**config.mk**
```make
export PLATFORM = sky130hd
export DESIGN_NAME = itch_add_rx_parser
export DESIGN_NICKNAME = d
export VERILOG_FILES = /design/src/rtl/itch_pkg.sv /design/src/rtl/itch_add_rx_parser.sv
export SDC_FILE = /design/constraint.sdc
export NUM_CORES = 1
export LEC_CHECK = 0
export ABC_AREA = 1
export CAP_MARGIN = 10
export CORE_MARGIN = 10
export CORE_UTILIZATION = 30
export CTS_CLUSTER_DIAMETER = 120
export DETAILED_ROUTE_END_ITERATION = 6
export GPL_TIMING_DRIVEN = 0
export PLACE_DENSITY_LB_ADDON = 0.05
export SLEW_MARGIN = 20
export SYNTH_ARGS = -nofsm -noshare
export SYNTH_HDL_FRONTEND = slang
export SYNTH_SLANG_ARGS = --single-unit
```
**constraint.sdc**
```tcl
create_clock -name clk -period 3.6 [get_ports clk]
set_clock_uncertainty 0.2 [all_clocks]
set_input_delay 0.9 -clock clk [delete_from_list [all_inputs] [get_ports clk]]
set_output_delay 0.9 -clock clk [all_outputs]
set_load 0.02 [all_outputs]
```
**src/rtl/itch_pkg.sv**
```systemverilog
// itch_pkg: constants shared by the ITCH "Add Order" transmit generator and
// the receive parser. It holds the message type byte, the frame length, the
// field byte offsets and the receive parser state encoding.
package itch_pkg;

  localparam logic [7:0] ITCH_TYPE_ADD = 8'h41;
  localparam int         ITCH_ADD_LEN  = 15;

  // Byte offsets of each field within the frame. Byte 0 is the type byte.
  localparam int OID_OFS   = 1;
  localparam int QTY_OFS   = 9;
  localparam int PRICE_OFS = 11;

  // Index of the final byte of a well-formed frame.
  localparam logic [3:0] ITCH_LAST_IDX = 4'(ITCH_ADD_LEN - 1);

  typedef enum logic [1:0] {
    ST_IDLE = 2'd0,
    ST_BODY = 2'd1,
    ST_DROP = 2'd2,
    ST_HOLD = 2'd3
  } itch_rx_state_t;

endpackage

```
**src/rtl/itch_add_rx_parser.sv**
```systemverilog
// itch_add_rx_parser: receive-side decoder for the ITCH "Add Order" stream.
// It takes the byte-wide payload after UDP/IP stripping, checks the type byte
// and the exact 15-byte length, and presents order_id/qty/price on a
// valid/ready output. Malformed frames are dropped and counted.
//
// Ports:
//   clk, rst        clock; synchronous active-high reset
//   s_tvalid/s_tready/s_tdata/s_tlast   byte-wide AXI-Stream payload input
//   m_valid/m_ready decoded-message handshake
//   m_order_id      bytes 1-8, big-endian
//   m_qty           bytes 9-10, big-endian
//   m_price         bytes 11-14, big-endian
//   sof_pulse       one-cycle pulse after byte 0 of any frame is accepted
//   msg_count       good messages emitted (saturating)
//   err_count       rejected frames (saturating)
module itch_add_rx_parser
  import itch_pkg::*;
#(
  parameter int CNT_W = 16
) (
  input  logic             clk,
  input  logic             rst,
  input  logic             s_tvalid,
  output logic             s_tready,
  input  logic [7:0]       s_tdata,
  input  logic             s_tlast,
  output logic             m_valid,
  input  logic             m_ready,
  output logic [63:0]      m_order_id,
  output logic [15:0]      m_qty,
  output logic [31:0]      m_price,
  output logic             sof_pulse,
  output logic [CNT_W-1:0] msg_count,
  output logic [CNT_W-1:0] err_count
);

  // Body bytes (1..14) and the shift register holding bytes 1..13 while the
  // final byte is still in flight.
  localparam int BODY_BYTES = ITCH_ADD_LEN - 1;
  localparam int MSG_W      = 8 * BODY_BYTES;
  localparam int SR_W       = MSG_W - 8;

  // Bit positions of each field inside the assembled body, MSB first.
  localparam int OID_LSB   = (ITCH_ADD_LEN - OID_OFS   - 8) * 8;
  localparam int QTY_LSB   = (ITCH_ADD_LEN - QTY_OFS   - 2) * 8;
  localparam int PRICE_LSB = (ITCH_ADD_LEN - PRICE_OFS - 4) * 8;

  function automatic logic [CNT_W-1:0] sat_inc(input logic [CNT_W-1:0] v);
    return (&v) ? v : v + CNT_W'(1);
  endfunction

  itch_rx_state_t   state, state_nxt;
  logic [3:0]       idx, idx_nxt;
  logic             accept;
  logic             sof_evt;
  logic             err_evt;
  logic             msg_evt;
  logic             clr_valid;
  logic [SR_W-1:0]  body_sr;
  logic [MSG_W-1:0] msg_full;

  // Upstream only ever stalls on an unconsumed output message.
  assign s_tready = (state != ST_HOLD);
  assign accept   = s_tvalid && s_tready;
  assign msg_full = {body_sr, s_tdata};

  always_ff @(posedge clk) begin
    if (rst) begin
      state <= ST_IDLE;
      idx   <= 4'd0;
    end else begin
      state <= state_nxt;
      idx   <= idx_nxt;
    end
  end

  always_comb begin
    state_nxt = state;
    idx_nxt   = idx;
    sof_evt   = 1'b0;
    err_evt   = 1'b0;
    msg_evt   = 1'b0;
    clr_valid = 1'b0;
    unique case (state)
      ST_IDLE: begin
        if (accept) begin
          sof_evt = 1'b1;
          if (s_tlast) begin
            err_evt = 1'b1;
          end else if (s_tdata == ITCH_TYPE_ADD) begin
            state_nxt = ST_BODY;
            idx_nxt   = 4'd1;
          end else begin
            state_nxt = ST_DROP;
            err_evt   = 1'b1;
          end
        end
      end
      ST_BODY: begin
        if (accept) begin
          if (idx == ITCH_LAST_IDX) begin
            if (s_tlast) begin
              msg_evt   = 1'b1;
              state_nxt = ST_HOLD;
            end else begin
              err_evt   = 1'b1;
              state_nxt = ST_DROP;
            end
          end else if (s_tlast) begin
            err_evt   = 1'b1;
            state_nxt = ST_IDLE;
          end else begin
            idx_nxt = idx + 4'd1;
          end
        end
      end
      ST_DROP: begin
        if (accept && s_tlast) begin
          state_nxt = ST_IDLE;
        end
      end
      ST_HOLD: begin
        if (m_ready) begin
          clr_valid = 1'b1;
          state_nxt = ST_IDLE;
        end
      end
      default: state_nxt = ST_IDLE;
    endcase
    if (state_nxt == ST_IDLE) begin
      idx_nxt = 4'd0;
    end
  end

  // Body capture: no reset needed, contents are only used once the full
  // frame has been seen since the last reset.
  always_ff @(posedge clk) begin
    if (accept && state == ST_BODY) begin
      body_sr <= {body_sr[SR_W-9:0], s_tdata};
    end
  end

  // Output registers and counters.
  always_ff @(posedge clk) begin
    if (rst) begin
      m_valid    <= 1'b0;
      m_order_id <= '0;
      m_qty      <= '0;
      m_price    <= '0;
      sof_pulse  <= 1'b0;
      msg_count  <= '0;
      err_count  <= '0;
    end else begin
      sof_pulse <= sof_evt;
      if (msg_evt) begin
        m_valid    <= 1'b1;
        m_order_id <= msg_full[OID_LSB +: 64];
        m_qty      <= msg_full[QTY_LSB +: 16];
        m_price    <= msg_full[PRICE_LSB +: 32];
        msg_count  <= sat_inc(msg_count);
      end else if (clr_valid) begin
        m_valid <= 1'b0;
      end
      if (err_evt) begin
        err_count <= sat_inc(err_count);
      end
    end
  end

endmodule
```
# Yosys cells after proc, flatten, opt, wreduce, memory -nomap -nowiden
# Cells that the tools add are included.
dict set report totals {
  word_cells 75
  ff_bits 256
  out_inout_bits 147
  in_bits 13
}
dict set report classes {
  addsub 3
  n_bitwise 3
  eq_ne 12
  reduce_logical 14
  n_mux 33
}
# operator count
set ops {}
lappend ops {{$add 16x1->16 const B} 2}
lappend ops {{$reduce_and 16->1} 2}
lappend ops {{$mux 4} 6}
lappend ops {{$mux 1} 16}
lappend ops {{$mux 2} 8}
lappend ops {{$ne 2x2->1 const B} 7}
lappend ops {{$eq 8x7->1 const B} 1}
lappend ops {{$pmux 2 s4} 1}
lappend ops {{$pmux 4 s2} 1}
lappend ops {{$reduce_and 7->1} 1}
lappend ops {{$add 4x1->4 const B} 1}
lappend ops {{$eq 2x2->1 const B} 2}
lappend ops {{$eq 4x4->1 const B} 1}
lappend ops {{$logic_not 2->1} 2}
lappend ops {{$reduce_and 2->1} 2}
lappend ops {{$reduce_bool 2->1} 2}
lappend ops {{$reduce_or 2->1} 2}
lappend ops {{$logic_and 1x1->1} 3}
lappend ops {{$not 1->1} 3}
lappend ops {{$eq 2x1->1 const B} 1}
lappend ops {{$pmux 1 s2} 1}

# Logic depth before layout (Yosys ltp)
# Gate-level depths: netlist of the first run.
dict set report depth {
  ltp_word 7
  depth_mapped 11
  depth_no_buf 11
}

# Least setup slack after synthesis of the first run
# No wires, ideal clock.
dict set report synth_timing {
  path_kind {input-to-reg}
  from {in s_tvalid}
  to {reg body_sr[0], enable pin}
  path_stages 2
  setup_slack_ns -0.056
  arrival_time_ns 2.998
  n_path_buf 0
  path_cell_list {nand2_4 -> inv_1}
}
dict set report synth_via {
  elab_chain_cells 2
}
# item line
set synth_lines {}
lappend synth_lines {{start: declaration} itch_add_rx_parser.sv:23} ;# input logic s_tvalid,
lappend synth_lines {{$logic_and 1x1->1} itch_add_rx_parser.sv:64} ;# assign accept = s_tvalid && s_tready;
lappend synth_lines {{$logic_and 1x1->1} itch_add_rx_parser.sv:138} ;# if (accept && state == ST_BODY) begin
lappend synth_lines {{end signal: assignment} itch_add_rx_parser.sv:139} ;# body_sr <= {body_sr[SR_W-9:0], s_tdata};
lappend synth_lines {{end: declaration} itch_add_rx_parser.sv:59} ;# logic [SR_W-1:0] body_sr;
# Every way passes these cells.
# A chain may end at the register's enable or synchronous reset.

# Worst setup path after layout of the first run
dict set report layout_timing {
  from {reg state[1]}
  to {out s_tready}
}
dict set report layout_via {
  elab_chain_cells 1
}
# item line
set layout_lines {}
lappend layout_lines {{start: declaration} itch_add_rx_parser.sv:52} ;# itch_rx_state_t state, state_nxt;
lappend layout_lines {{start signal: assignment} itch_add_rx_parser.sv:72} ;# state <= state_nxt;
lappend layout_lines {{$ne 2x2->1} itch_add_rx_parser.sv:63} ;# assign s_tready = (state != ST_HOLD);
lappend layout_lines {{end: declaration} itch_add_rx_parser.sv:24} ;# output logic s_tready,
# Every way passes these cells.

==> results of run 1 <==
==> kinds of logic (layout without fill, tap and decap cells) <==
| group | after synthesis | in the layout | synth area share |
|---|---|---|---|
| fa+ha+maj | 4 | 4 | 0.00532 |
| flops | 256 | 256 | 0.655 |
| xor+xnor | 20 | 20 | 0.0186 |
| buf+inv | 89 | 303 | 0.0432 |
| simple gates | 434 | 434 | 0.189 |
| compound gates | 165 | 165 | 0.0883 |
==> sequential cells by signal (all words and copies together), names as in the netlist <==
signal	count
body_sr	104
m_order_id	64
m_price	32
err_count	16
m_qty	16
msg_count	16
idx	4
state	2
m_valid	1
sof_pulse	1
==> worst max path at each step <==
stage	startpoint	end	slack, ns
6_report	state[1]$_SDFF_PP0_	s_tready	0.80
5_1_grt	rst	m_order_id[29]$_SDFFE_PP0P_	0.64
4_1_cts	state[1]$_SDFF_PP0_	s_tready	0.77
3_5_place_dp	rst	m_order_id[29]$_SDFFE_PP0P_	0.27
3_3_place_gp	s_tvalid	body_sr[64]$_DFFE_PP_	-1.11
2_1_floorplan	s_tvalid	body_sr[0]$_DFFE_PP_	0.49
==> layout by cell type, fill, tap and decap left out, types with 3 or more instances in the layout <==
cell | synthesis | layout
nor2_1 | 250 | 250
clkdlybuf4s50_1 | 0 | 159
dfxtp_1 | 152 | 152
nand2_1 | 125 | 125
o21ai_0 | 111 | 111
edfxtp_1 | 104 | 104
inv_1 | 41 | 40
a21oi_1 | 38 | 38
nand3_1 | 32 | 32
clkbuf_16 | 0 | 29
clkbuf_1 | 21 | 28
xor2_1 | 15 | 15
o21ai_1 | 14 | 14
buf_2 | 13 | 13
nand4_1 | 8 | 8
nor3_1 | 7 | 7
buf_6 | 6 | 6
clkinv_1 | 1 | 6
xnor2_1 | 5 | 5
clkinv_2 | 0 | 5
ha_1 | 4 | 4
inv_2 | 3 | 3
buf_4 | 3 | 3
buf_12 | 0 | 3
==> final cells by class <==
cell class,instances,area (um2),area share
Buffer,44,238,0.0191
Clock buffer,37,766,0.0614
Clock inverter,15,143,0.0114
Inverter,45,173,0.0138
Multi-Input combinational cell,623,2840,0.227
Sequential cell,256,6170,0.495
Tap cell,396,495,0.0397
Timing Repair Buffer,162,1650,0.132
==> stage by stage <==
stage               instance area [um2]  instances
detailed placement                11600       1526
finish                            12500       1578
global route                      12500       1578
floorplan                          9410        968
global placement                  11500       1523
CTS                               12500       1578
==> report_power, final <==
part           switching, mW  internal (mW)  total, mW
Sequential            0.0145           3.02       3.04
Clock                   1.19           1.65       2.84
Combinational         0.0864         0.0440      0.130
==> critical path, delay by kind of cell, from the launching register on <==
kind          cells  cell delay, ns
simple gates      1            0.12
buf+inv           1            0.56
flops             1            0.48
==> routing by layer <==
layer	wire, um	share of wire	GRT usage	vias to the layer above
met5	0	0	0	-
met4	431	0.017	0.0319	0
met3	1650	0.064	0.0359	34
met2	11400	0.44	0.202	141
met1	12400	0.48	0.181	3238
li1	-	-	-	3591
==> synthesized netlist by cell type (2+ instances only) <==
library cell	instances
o21ai_1	14
buf_4	3
inv_2	3
o21ai_0	111
ha_1	4
nor3_1	7
nand3_1	32
nand2_4	2
nor2_1	250
a21oi_1	38
buf_6	6
nand4_2	2
xnor2_1	5
xor2_1	15
nand2_1	125
buf_2	13
clkbuf_1	21
or2_2	2
inv_1	41
edfxtp_1	104
nand4_1	8
nor2_4	2
dfxtp_1	152
==> metrics.csv, run 1 <==
stage,metric,value,unit
worst_setup_path,critical path's largest stage delay,0.56,ns
layout,post-layout util,0.405,
worst_setup_path,reg2reg start,err_count[0]$_SDFFE_PP0P_,
floorplan,Ports,160,
timing,final setup margin,0.801,ns
cts,CTS tree,built,
floorplan,die span in y,197,um
cts,Resize count post-CTS,0,
route,number of remaining DRC errors,0,
layout,layout cells sized above 1,0.0668,
layout,Final #Nets,1178,
place,routability cong.,0.829,
min_path,hold path startpoint,body_sr[32]$_DFFE_PP_,
worst_setup_path,Worst Path Arrival,1.70,ns
floorplan,Die W,197,um
yosys,async set or reset register ratio after synthesis,0,
yosys,Post-synth EDFFs,104,
layout,Fillers,3097,
cts,CTS max path bufs,3,
place,PortBufs,159,
worst_setup_path,WS Path Type,reg2out,
floorplan,Die Area,38800,um2
floorplan,Initial Util,0.306,
outcome,status,"complete, no violations",
yosys,dominant cell type by area after synthesis,edfxtp_1,
floorplan,Core ar.,30700,um2
cts,Post-CTS Setup Bufs,0,
yosys,cell area after synthesis,9410,um2
worst_setup_path,worst-path cell chain,"nand2_1, clkdlybuf4s50_1",
route,Avg Vias per Cell,4.44,
timing,Final Setup Violations,0,
power,Leak,4.73,nW
cts,Worst-path clk slew,0.06,ns
layout,antenna cells,0,
worst_setup_path,RR Endpoint,err_count[11]$_SDFFE_PP0P_,
min_path,type of the most critical hold path,reg2reg,
yosys,total nets after synthesis,985,
route,via count,7004,
min_path,hold path depth,0,
place,Post-DP HPWL,18400,um
route,"wirelength, routed",25800,um
worst_setup_path,Max Fanout on Critical Path,7,
route,initial detailed-routing violation count,396,
yosys,synth top area cells,"edfxtp_1 33%, dfxtp_1 32%, nor2_1 10%",
global_route,total grt overflow,0,
yosys,Synth top area share,0.332,
global_route,initial antenna violation count,0,
yosys,post-synthesis sequential area ratio,0.655,
cts,cts-stage hold buffer count,0,
timing,Max Freq,357,MHz
yosys,post-synthesis cell type count,31,
power,PnR Total Power,6.00,mW
worst_setup_path,endpoint class of the critical path,output port,
yosys,yosys warns,0,
place,dpl ws,0.274,ns
global_route,first-pass GRT wire length,41100,um
route,ANT nets after route,0,
yosys,#FFs+latches synth,256,
timing,fin. max-slew vios,0,
power,Max VDD drop,346,uV
timing,WHS,0.244,ns
cts,Clock Latency Late Sink,0.55,ns
worst_setup_path,"setup slack, reg-to-reg",1.35,ns
job,max_cap viols,0,
route,wire per inst,16.4,um
worst_setup_path,Critical Path RT,2.50,ns
layout,Layout area overhead,32.5,%
timing,RSZ-0062 raised after global routing,no,
timing,Worst-Margin Slew,0.619,ns
worst_setup_path,CP max stage cell,clkdlybuf4s50_1,
timing,period utilisation layout,0.778,
timing,Setup TNS,0,ns
cts,H-tree Lvls,1,
min_path,Min-Delay Endpoint,body_sr[40]$_DFFE_PP_,
cts,total clock sinks,256,
power,pwr dens,482,nW/um2
yosys,ys flop type,dfxtp_1,
floorplan,row count,64,
global_route,GRT Total Usage,0.132,
timing,fin crit period,2.80,ns
timing,headroom to the max-slew limit,0.587,
worst_setup_path,crit start category,flop,
yosys,Post-Synthesis Cells,968,
global_route,largest net degree at the start of global routing,33,
worst_setup_path,worst reg2reg path depth,9,
timing,Final Hold Viols,0,
cts,Num CTS Buffers,29,
yosys,Mean Syn Cell Area,9.72,um2
global_route,number of global-route vias before repair,6992,
route,drt pass-1 iters,4,
cts,CTS root buffer,clkbuf_16,
Note: power is estimated with default switching activity, not from simulation.
==> inputs of run 2 (changes only) <==
Clock period 3.6 ns to 2.82 ns, I/O delays scaled along.
==> run 2 against run 1 <==
  * Power rose by 34%
  * Die area unchanged
  * Flip-flop and latch count unchanged
  * Design area rose by 1.1%
  * Count of clock-buffer cells in the layout increased by 2
  * Clock power grew 40%
  * Critical path type unchanged
  * Largest power group is now clock
==> metrics.csv, run 2 (synthesized netlist as in run 1, its figures left out) <==
stage,metric,value,unit
outcome,status,"complete, no violations",
worst_setup_path,worst-path cell chain,clkdlybuf4s50_1,
worst_setup_path,endpoint class of the critical path,output port,
worst_setup_path,Max Fanout on Critical Path,7,
layout,post-layout util,0.410,
worst_setup_path,Worst Path Arrival,1.68,ns
worst_setup_path,crit start category,flop,
floorplan,Core ar.,30700,um2
power,P_sw,1.66,mW
timing,Max Freq,386,MHz
route,initial detailed-routing violation count,365,
min_path,type of the most critical hold path,reg2reg,
route,drt pass-1 iters,5,
route,Avg Vias per Cell,4.43,
cts,CTS tree,built,
timing,Final Hold Viols,0,
layout,"Most flops, register",body_sr,
power,part of the power in combinational logic,0.021,
floorplan,die span in y,197,um
layout,Fillers,3099,
power,Sw Share,0.206,
floorplan,row count,64,
global_route,first-pass GRT wire length,41600,um
layout,Multi-input gate area,2840,um2
cts,H-tree Lvls,1,
cts,total clock sinks,256,
worst_setup_path,Critical Path RT,1.91,ns
floorplan,Die Area,38800,um2
layout,Final #Nets,1179,
worst_setup_path,"setup slack, reg-to-reg",0.56,ns
power,Int Power,6.38,mW
cts,CTS max path bufs,3,
layout,register area,6170,um2
place,routability cong.,0.817,
cts,Resize count post-CTS,0,
cts,Post-CTS Setup Bufs,0,
place,PortBufs,159,
timing,fin. max-slew vios,0,
power,clock power share,0.497,
power,Max VDD drop,434,uV
layout,"commonest non-fill, non-tap cell in the layout",nor2_1,
cts,Num CTS Buffers,30,
cts,Worst-path clk slew,0.06,ns
worst_setup_path,"CP delay by family, top",buffers and inverters,
route,wire per inst,16.5,um
worst_setup_path,reg2reg start,state[0]$_SDFF_PP0_,
layout,"commonest non-fill, non-tap cells in the layout","250 x nor2_1, 159 x clkdlybuf4s50_1, 152 x dfxtp_1, 125 x nand2_1, 111 x o21ai_0",
layout,Top Registers,"body_sr (104), m_order_id (64), m_price (32)",
cts,CTS root buffer,clkbuf_16,
power,Reg power frac,0.482,
timing,Worst-Margin Slew,0.575,ns
floorplan,Die W,197,um
route,ANT nets after route,0,
cts,Clock Latency Late Sink,0.55,ns
layout,antenna cells,0,
timing,Final Setup Violations,0,
global_route,total grt overflow,0,
place,Post-DP HPWL,18600,um
power,pwr dens,638,nW/um2
worst_setup_path,WS Path Type,reg2out,
global_route,number of global-route vias before repair,7135,
timing,headroom to the max-slew limit,0.616,
timing,RSZ-0062 raised after global routing,no,
route,"wirelength, routed",26100,um
route,via count,7016,
floorplan,Initial Util,0.306,
floorplan,Ports,160,
route,number of remaining DRC errors,0,
global_route,largest net degree at the start of global routing,33,
job,max_cap viols,0,
worst_setup_path,CP max stage cell,clkdlybuf4s50_1,
layout,layout cells sized above 1,0.0742,
global_route,initial antenna violation count,1,
timing,fin crit period,2.59,ns
power,Leak,4.78,nW
global_route,GRT Total Usage,0.133,
place,dpl ws,-0.311,ns
min_path,hold path startpoint,body_sr[32]$_DFFE_PP_,
worst_setup_path,critical path's largest stage delay,0.68,ns
timing,period utilisation layout,0.918,
worst_setup_path,Critical path origin,msg_count[2]$_SDFFE_PP0P_,
cts,cts-stage hold buffer count,0,
worst_setup_path,critical path buffer and inverter count,1,
timing,final setup margin,0.232,ns
layout,max reg flops,104,
layout,Layout area overhead,33.9,%
[run 2: cell types whose count changed in the layout (fill, tap and decap cells not counted)]
cell        change
nand2_8         +1
clkbuf_16       +2
inv_8           -1
bufinv_16       +2
clkbuf_8        +3
nand2_4         -1
inv_16          -1
clkbuf_1        -3
clkinv_1        -2
clkinvlp_4      +1
clkinv_2        +3
[run 2: area by class of cell]
cell class / count / share of cell area
Tap cell: 396 / 0.0393
Buffer: 44 / 0.0189
Clock buffer: 39 / 0.0671
Inverter: 45 / 0.0137
Timing Repair Buffer: 162 / 0.131
Multi-Input combinational cell: 623 / 0.226
Sequential cell: 256 / 0.489
Clock inverter: 17 / 0.0148
[run 2: path summary, 6_finish.rpt]
check                                              to  depth (start not counted)
worst min-delay path            body_sr[40]$_DFFE_PP_                          0
worst max register to register  body_sr[60]$_DFFE_PP_                          6
worst min register to register  body_sr[40]$_DFFE_PP_                          0
worst max-delay path                     msg_count[2]                          1
[run 2: per-layer routing]
layer	wire length (um)	up-vias	track usage
li1	-	3597	-
met1	12500	3247	0.180
met2	11500	134	0.207
met3	1570	36	0.0366
met4	517	2	0.0305
met5	13	-	0
[run 2: metrics by stage]
stage	instances	power (mW)	setup TNS [ns]	hold slack, ns	cell area, um2
after floorplan	968	4.05	-7.16	0.227	9420
after global placement	1523	4.13	-191.81	0.231	11500
after detailed placement	1526	4.13	-13.86	0.236	11600
after CTS	1582	8.19	0	0.248	12600
after global routing	1582	8.34	0	0.248	12600
final	1582	8.04	0	0.244	12600
[run 2: worst reg2reg max path, stage by stage (launching register included)]
cell and delay, ns:
dfxtp_1 0.44, inv_2 0.08, nor2_4 0.21, nand2_8 0.10, clkinvlp_4 0.40, buf_12 0.28, buf_12 0.23
[run 2: power groups by stage]
stage | combinational (mW) | clock [mW] | sequential (mW)
after global routing | 0.190 | 4.28 | 3.88
final | 0.166 | 3.99 | 3.88
after detailed placement | 0.170 | 0 | 3.96
after global placement | 0.167 | 0 | 3.96
after CTS | 0.171 | 4.14 | 3.88
after floorplan | 0.0875 | 0 | 3.96
